**config.mk**
```make
export PLATFORM = sky130hd
export DESIGN_NAME = registrador_rolagem
export DESIGN_NICKNAME = d
export VERILOG_FILES = /design/src/rtl/registrador_rolagem.sv
export SDC_FILE = /design/constraint.sdc
export NUM_CORES = 1
export LEC_CHECK = 0
export CORE_UTILIZATION = 46
export DETAILED_ROUTE_END_ITERATION = 8
export PLACE_DENSITY = 0.84
export SETUP_SLACK_MARGIN = 0.3
export SLEW_MARGIN = 20
export SYNTH_ARGS = -nofsm -noshare
export SYNTH_HDL_FRONTEND = slang
export SYNTH_SLANG_ARGS = --single-unit
```
**constraint.sdc**
```tcl
create_clock -name clock -period 2.49 [get_ports clock]
set_clock_uncertainty 0.05 [all_clocks]
set_input_delay 0.747 -clock clock [delete_from_list [all_inputs] [get_ports clock]]
set_output_delay 0.747 -clock clock [all_outputs]
set_load 0.005 [all_outputs]
```
**src/rtl/registrador_rolagem.sv**
```systemverilog
// registrador_rolagem: column register for the scrolling LED panel.
// Holds the panel pattern, loads it from the column multiplexer (mode 00), and
// rotates it left (mode 01) or right (mode 10) once every DIV enabled cycles.
// Mode 11 holds the pattern; with the macro PISCA_EN defined, mode 11 blinks
// the display instead (pattern kept internally, output blanked on alternate
// prescaler periods).
//
// Output timing: saida/posicao are registered (1-cycle latency). passo is a
// registered pulse, high exactly in the cycle following each shift edge; it
// carries no handshake and is never back-pressured.
module registrador_rolagem #(
  parameter int LARGURA = 8,
  parameter int DIV     = 4
) (
  input  logic                       clock,
  input  logic                       reset,
  input  logic                       ch0,
  input  logic                       ch1,
  input  logic [LARGURA-1:0]         dado_entrada,
  input  logic                       habilita,
  output logic [LARGURA-1:0]         saida,
  output logic                       passo,
  output logic [$clog2(LARGURA)-1:0] posicao
);

  localparam int PW = $clog2(LARGURA);
  localparam int CW = (DIV > 1) ? $clog2(DIV) : 1;

  typedef enum logic [1:0] {
    PARA_EXIBICAO = 2'b00,
    DIR_ESQ       = 2'b01,
    ESQ_DIR       = 2'b10,
    SEGURA        = 2'b11
  } modo_t;

  modo_t               modo;
  modo_t               modo_reg;
  logic                mudou;
  logic                conta_ativa;
  logic                tick;
  logic [CW-1:0]       cnt;
  logic [CW-1:0]       cnt_nxt;
  logic [LARGURA-1:0]  padrao;
  logic [LARGURA-1:0]  padrao_nxt;
  logic [PW-1:0]       pos_nxt;
  logic                passo_nxt;

  assign modo  = modo_t'({ch1, ch0});
  // A mode change restarts the prescaler and suppresses the tick of that cycle.
  assign mudou = (modo != modo_reg);

  // Prescaler runs only in the modes that consume ticks.
  always_comb begin
    conta_ativa = (modo == DIR_ESQ) || (modo == ESQ_DIR);
`ifdef PISCA_EN
    if (modo == SEGURA) conta_ativa = 1'b1;
`endif
  end

  assign tick = conta_ativa && !mudou && habilita && (cnt == CW'(DIV - 1));

  // Prescaler next count: cleared when idle or on a mode change, frozen while habilita=0.
  always_comb begin
    cnt_nxt = cnt;
    if (!conta_ativa || mudou) begin
      cnt_nxt = '0;
    end else if (habilita) begin
      cnt_nxt = tick ? '0 : cnt + CW'(1);
    end
  end

  // Pattern, position and step pulse next values per mode.
  always_comb begin
    padrao_nxt = padrao;
    pos_nxt    = posicao;
    passo_nxt  = 1'b0;
    case (modo)
      PARA_EXIBICAO: begin
        padrao_nxt = dado_entrada;
        pos_nxt    = '0;
      end
      DIR_ESQ: begin
        passo_nxt = tick;
        if (tick) begin
          padrao_nxt = {padrao[LARGURA-2:0], padrao[LARGURA-1]};
          pos_nxt    = posicao + PW'(1);
        end
      end
      ESQ_DIR: begin
        passo_nxt = tick;
        if (tick) begin
          padrao_nxt = {padrao[0], padrao[LARGURA-1:1]};
          pos_nxt    = posicao - PW'(1);
        end
      end
      default: begin
        padrao_nxt = padrao;
        pos_nxt    = posicao;
      end
    endcase
  end

  // State register: mode tracking, prescaler, pattern, position, step pulse.
  always_ff @(posedge clock) begin
    if (reset) begin
      modo_reg <= PARA_EXIBICAO;
      cnt      <= '0;
      padrao   <= '0;
      posicao  <= '0;
      passo    <= 1'b0;
    end else begin
      modo_reg <= modo;
      cnt      <= cnt_nxt;
      padrao   <= padrao_nxt;
      posicao  <= pos_nxt;
      passo    <= passo_nxt;
    end
  end

`ifdef PISCA_EN
  logic apagado;
  logic apagado_nxt;

  // Blink phase toggles on each tick while staying in mode 11; cleared otherwise.
  always_comb begin
    apagado_nxt = 1'b0;
    if (modo == SEGURA && !mudou) apagado_nxt = apagado ^ tick;
  end

  // Blink phase register.
  always_ff @(posedge clock) begin
    if (reset) apagado <= 1'b0;
    else       apagado <= apagado_nxt;
  end

  // Blanked phase shows dark columns; the stored pattern is untouched.
  always_comb begin
    saida = apagado ? '0 : padrao;
  end
`else
  // Display shows the stored pattern directly.
  always_comb begin
    saida = padrao;
  end
`endif

endmodule

```
; Yosys cells after proc, flatten, opt, wreduce, memory -nomap -nowiden
; Cells that the tools add are included.
[word_totals]
register_bits = 16
inputBits = 13
out_inout_bits = 12
elab_cells = 35
[classes]
add_sub_neg = 3
eq_ne = 6
n_mux = 7
bitwise_logic = 1
reduce_logical = 13
[ops]
columns = op, n
row1 = $pmux W8 S3, 1
row2 = $mux W8, 2
row3 = $pmux W3 S3, 1
row4 = $mux W3, 2
row5 = $reduce_or A2 Y1, 3
row6 = $eq A2 B2 Y1 const B, 2
row7 = $ne A2 B2 Y1 const B, 2
row8 = $add A3 B1 Y3 const B, 1
row9 = $logic_and A1 B1 Y1, 3
row10 = $reduce_and A3 Y1, 1
row11 = $reduce_bool A3 Y1, 1
row12 = $sub A3 B1 Y3 const B, 1
row13 = $add A2 B1 Y2 const B, 1
row14 = $eq A2 B1 Y1 const B, 1
row15 = $logic_not A1 Y1, 2
row16 = $logic_not A2 Y1, 1
row17 = $logic_or A1 B1 Y1, 2
row18 = $mux W2, 1
row19 = $ne A2 B2 Y1, 1
row20 = $not A1 Y1, 1

; Depth between registers and ports, before layout
[logic_depth]
depth_word = 7
depth_mapped = 8
ltp_nobuf = 7

; Worst setup path before layout
; No wires, ideal clock.
[synth_path]
path_kind = input -> register
from = in ch0
to = reg posicao[2]
setup_ns = 0.096
arrival_ns = 2.015
t_required_ns = 2.344
slack_ns = 0.330
cell_stages = 8
path_buffers = 1
cell_sequence = inv_1 ha_1 buf_2 inv_1 fa_1 xnor2_1 xnor2_1 o41ai_2
[synth_via]
elab_chain_len = 7
word_cells_on_any_way = 14
classes_between = eq/ne: 5 / mux: 1 / reduce/logical: 8
[synth_rtl]
columns = item, line_no
row1 = from (decl), 17  ; input logic ch0,
row2 = $eq A2 B1 Y1 (tied with other cells), "54, 77"
row3 = $logic_or A1 B1 Y1 / $logic_not A1 Y1 (equally long branches), "54, 60"
row4 = $logic_and A1 B1 Y1 (3 in a row), 60  ; assign tick = conta_ativa && !mudou && habilita && (cnt == CW'(DIV - 1));
row5 = $ne A2 B2 Y1 (no source line), --
row6 = $reduce_and A3 Y1 (no source line), --
row7 = to (signal assigned), 115  ; posicao <= pos_nxt;
row8 = to (decl), 23  ; output logic [$clog2(LARGURA)-1:0] posicao
; Parallel ways exist; a longest one is shown, timed or not.
; A chain may end at the register's enable or synchronous reset.

; Final worst setup path
[layout_path]
from = in ch0
to = reg padrao[3], in the netlist saida[3]
[layout_via]
elab_chain_len = 7
word_cells_on_any_way = 14
classes_between = eq/ne: 5 / mux: 1 / reduce/logical: 8
[layout_rtl]
columns = item, line_no
row1 = $eq A2 B1 Y1 (tied with other cells), "54, 77"
row2 = $logic_or A1 B1 Y1 / $logic_not A1 Y1 (equally long branches), "54, 60"
row3 = $logic_and A1 B1 Y1 (3 in a row), 60
row4 = $ne A2 B2 Y1 (no source line), --
row5 = $reduce_and A3 Y1 (no source line), --
row6 = to (signal assigned), 114  ; padrao <= padrao_nxt;
row7 = to (decl), 43  ; logic [LARGURA-1:0] padrao;
; Parallel ways exist; a longest one is shown, timed or not.

==> flow_summary.json <==
{
  "hold_ws_ns": 0.466,
  "maxCapViolations": 0,
  "worstSetupStartpointType": "primary input",
  "register_area_um2": 320,
  "syn_area_um2": 916,
  "vias": 1002,
  "gr-total-overflow": 0,
  "yosysSeqAreaShare": 0.350,
  "wl_um": 2620,
  "drive_gt1_frac": 0.208,
  "clkSinkCount": 16,
  "syn_to_final_growth_pct": 45.5,
  "critPathSlowestCell": "or4_1",
  "largest_reg_flops": 8,
  "rsz0062_at_grt": "no",
  "power_density_nw_per_um2": 459,
  "num-fill-cells": 142,
  "ios": 25,
  "clk_pin_slew_worst_paths_ns": 0.10,
  "antenna_left": 0,
  "crit_chain": "dlygate4sd2_1 > buf_4 > ha_1 > nand3b_1 > or4_1 > buf_4 > nand3_1 > a21oi_1",
  "hold_viol": 0,
  "hold_path_class": "reg -> reg",
  "max_freq_mhz": 461,
  "path_class": "in -> reg",
  "drc": 0,
  "drt_iter0_drc": 35,
  "hp-start": "saida[7]$_SDFFE_PP0P_",
  "via_per_inst": 5.76,
  "clk_path_buf_depth": 2,
  "antenna_cells": 0,
  "ys_ff_latch": 16,
  "cts_buffers": 3,
  "cts_root_buffer": "clkbuf_4",
  "yosysWarnings": 0,
  "crit_path_end_kind": "flip-flop",
  "grt_usage": 0.262,
  "ys_types": 28,
  "die_area_um2": 2170,
  "syn_inst": 111,
  "cp.arrival_ns": 2.30,
  "worstPathRequired_ns": 2.62,
  "path_max_fanout": 10,
  "grt_pass1_vias": 940,
  "r2r_start": "cnt[0]$_SDFFE_PP0P_",
  "dieWidth_um": 46.6,
  "path_common_cell": "buf_4",
  "htreeDepth": 1,
  "hpwlAfterDp_um": 1770,
  "wire_per_inst_um": 15.0,
  "drt_pass1_iterations": 4,
  "io_buffers": 24,
  "coreArea_um2": 1800,
  "critPathLaunch": "ch0",
  "timing.final.crit_period_ns": 2.17,
  "cts_tree": "yes",
  "gp_congestion": 0.837,
  "leakage_nw": 0.520,
  "cp_slowest_stage_delay_ns": 0.41,
  "avgSynthCellArea_um2": 8.25,
  "tightest_slew_ns": 0.393,
  "slew_headroom": 0.738,
  "grt_max_degree": 17,
  "insertion_delay_ns": 0.29,
  "postLayoutCoreUtil": 0.740,
  "outcome": "completed",
  "antenna_found_initial": 0,
  "nNetsFinal": 168,
  "start_util": 0.508,
  "drv_slew": 0,
  "fin_crit_sh": 0.871,
  "syn_nets": 129,
  "grt_pass1_wl_um": 4030,
  "multi_input_comb_area_um2": 546,
  "final-setup-viol-count": 0,
  "die_h_um": 46.6,
  "vdd_ir_drop_max_mv": 0.349,
  "num_rows": 15
}
==> power breakdown <==
group	internal [mW]	switching (mW)
logic	0.0808	0.0730
clock network	0.0890	0.0877
registers	0.268	0.0126
==> cell usage in the layout, fill, tap and decap left out, types with 2 or more instances in the layout <==
cell type / Yosys / final
clkdlybuf4s50_1: 0 / 22
buf_4: 1 / 19
dfxtp_1: 16 / 16
o21ai_0: 12 / 12
nand3_1: 9 / 9
nand2_1: 9 / 9
a21oi_1: 9 / 9
a22oi_1: 8 / 8
nor2_1: 7 / 7
o21ai_1: 5 / 5
inv_1: 5 / 4
or4_1: 3 / 3
ha_1: 4 / 3
clkbuf_4: 0 / 3
xor2_1: 2 / 2
mux2i_1: 2 / 2
o41ai_2: 2 / 2
xnor2_1: 2 / 2
dlygate4sd2_1: 0 / 2
==> final cells by class <==
| class | count | share of cell area |
|---|---|---|
| clock buffer | 4 | 0.0272 |
| inverter | 5 | 0.0141 |
| multi-input combinational | 81 | 0.409 |
| sequential | 16 | 0.240 |
| tap | 25 | 0.0235 |
| timing repair buffer | 43 | 0.285 |
==> synth_stat cells, drive strengths merged <==
| library cell | count | area share |
|---|---|---|
| o41ai | 2 | 0.036 |
| nor3 | 1 | 0.0055 |
| a21oi | 9 | 0.049 |
| or3 | 1 | 0.0068 |
| nand4b | 1 | 0.016 |
| nand3b | 1 | 0.0082 |
| buf | 5 | 0.036 |
| or4 | 3 | 0.025 |
| nand3 | 9 | 0.049 |
| dfxtp | 16 | 0.35 |
| ha | 4 | 0.055 |
| o21ai | 17 | 0.093 |
| fa | 1 | 0.022 |
| nor2 | 8 | 0.036 |
| clkbuf | 4 | 0.018 |
| a22oi | 8 | 0.066 |
| mux2i | 2 | 0.022 |
| nand2 | 9 | 0.037 |
| xor2 | 2 | 0.019 |
| inv | 5 | 0.020 |
| nor4 | 1 | 0.014 |
| xnor2 | 2 | 0.019 |
==> critical path: cells and delay by family <==
kind | cells | cell delay [ns]
AND/OR/NAND/NOR | 3 | 0.69
adder cells (fa/ha/maj) | 1 | 0.20
AO/OA/AOI/OAI | 1 | 0.08
buffers and inverters | 3 | 0.59
==> metrics by stage <==
stage	std cells	TNS, ns	instance area, µm²	setup slack (ns)	total power [mW]
after detailed placement	169	-2.11	1270	-0.194	0.431
after floorplan	111	0	916	0.330	0.353
after global routing	174	0	1330	0.300	0.639
after global placement	169	-1.65	1270	-0.154	0.425
after CTS	174	0	1330	0.332	0.606
final	174	0	1330	0.322	0.611
==> final timing paths <==
| path | to | slack, ns | cells past startpoint |
|---|---|---|---|
| max | saida[3]$_SDFFE_PP0P_ | 0.32 | 8 |
| max reg2reg | saida[3]$_SDFFE_PP0P_ | 0.88 | 6 |
| min | saida[7]$_SDFFE_PP0P_ | 0.47 | 2 |
| min reg2reg | saida[7]$_SDFFE_PP0P_ | 0.47 | 2 |
==> per-layer routing <==
layer  wire, µm  global-route usage  share of wire
met1       1070               0.307           0.41
met2       1320               0.433           0.50
met3        161              0.0549          0.061
met4         61               0.154          0.023
met5          0                   0              0
==> repair_timing <==
| action | in CTS | in global routing |
|---|---|---|
| gates resized for setup | 5 | 0 |
| hold buffers | 0 | 0 |
| setup endpoints to repair | 14 | 0 |
| setup buffers | 1 | 0 |
==> kinds of logic (layout without fill, tap and decap cells) <==
kind of cell | after synthesis | after routing | share of synthesized area
compound gates | 36 | 36 | 0.243
xor+xnor | 4 | 4 | 0.0383
fa+ha+maj | 5 | 5 | 0.0765
buf+inv | 14 | 52 | 0.0738
flops | 16 | 16 | 0.350
mux | 2 | 2 | 0.0219
simple gates | 34 | 34 | 0.197
No activity file was read; power rests on OpenSTA's default activity.
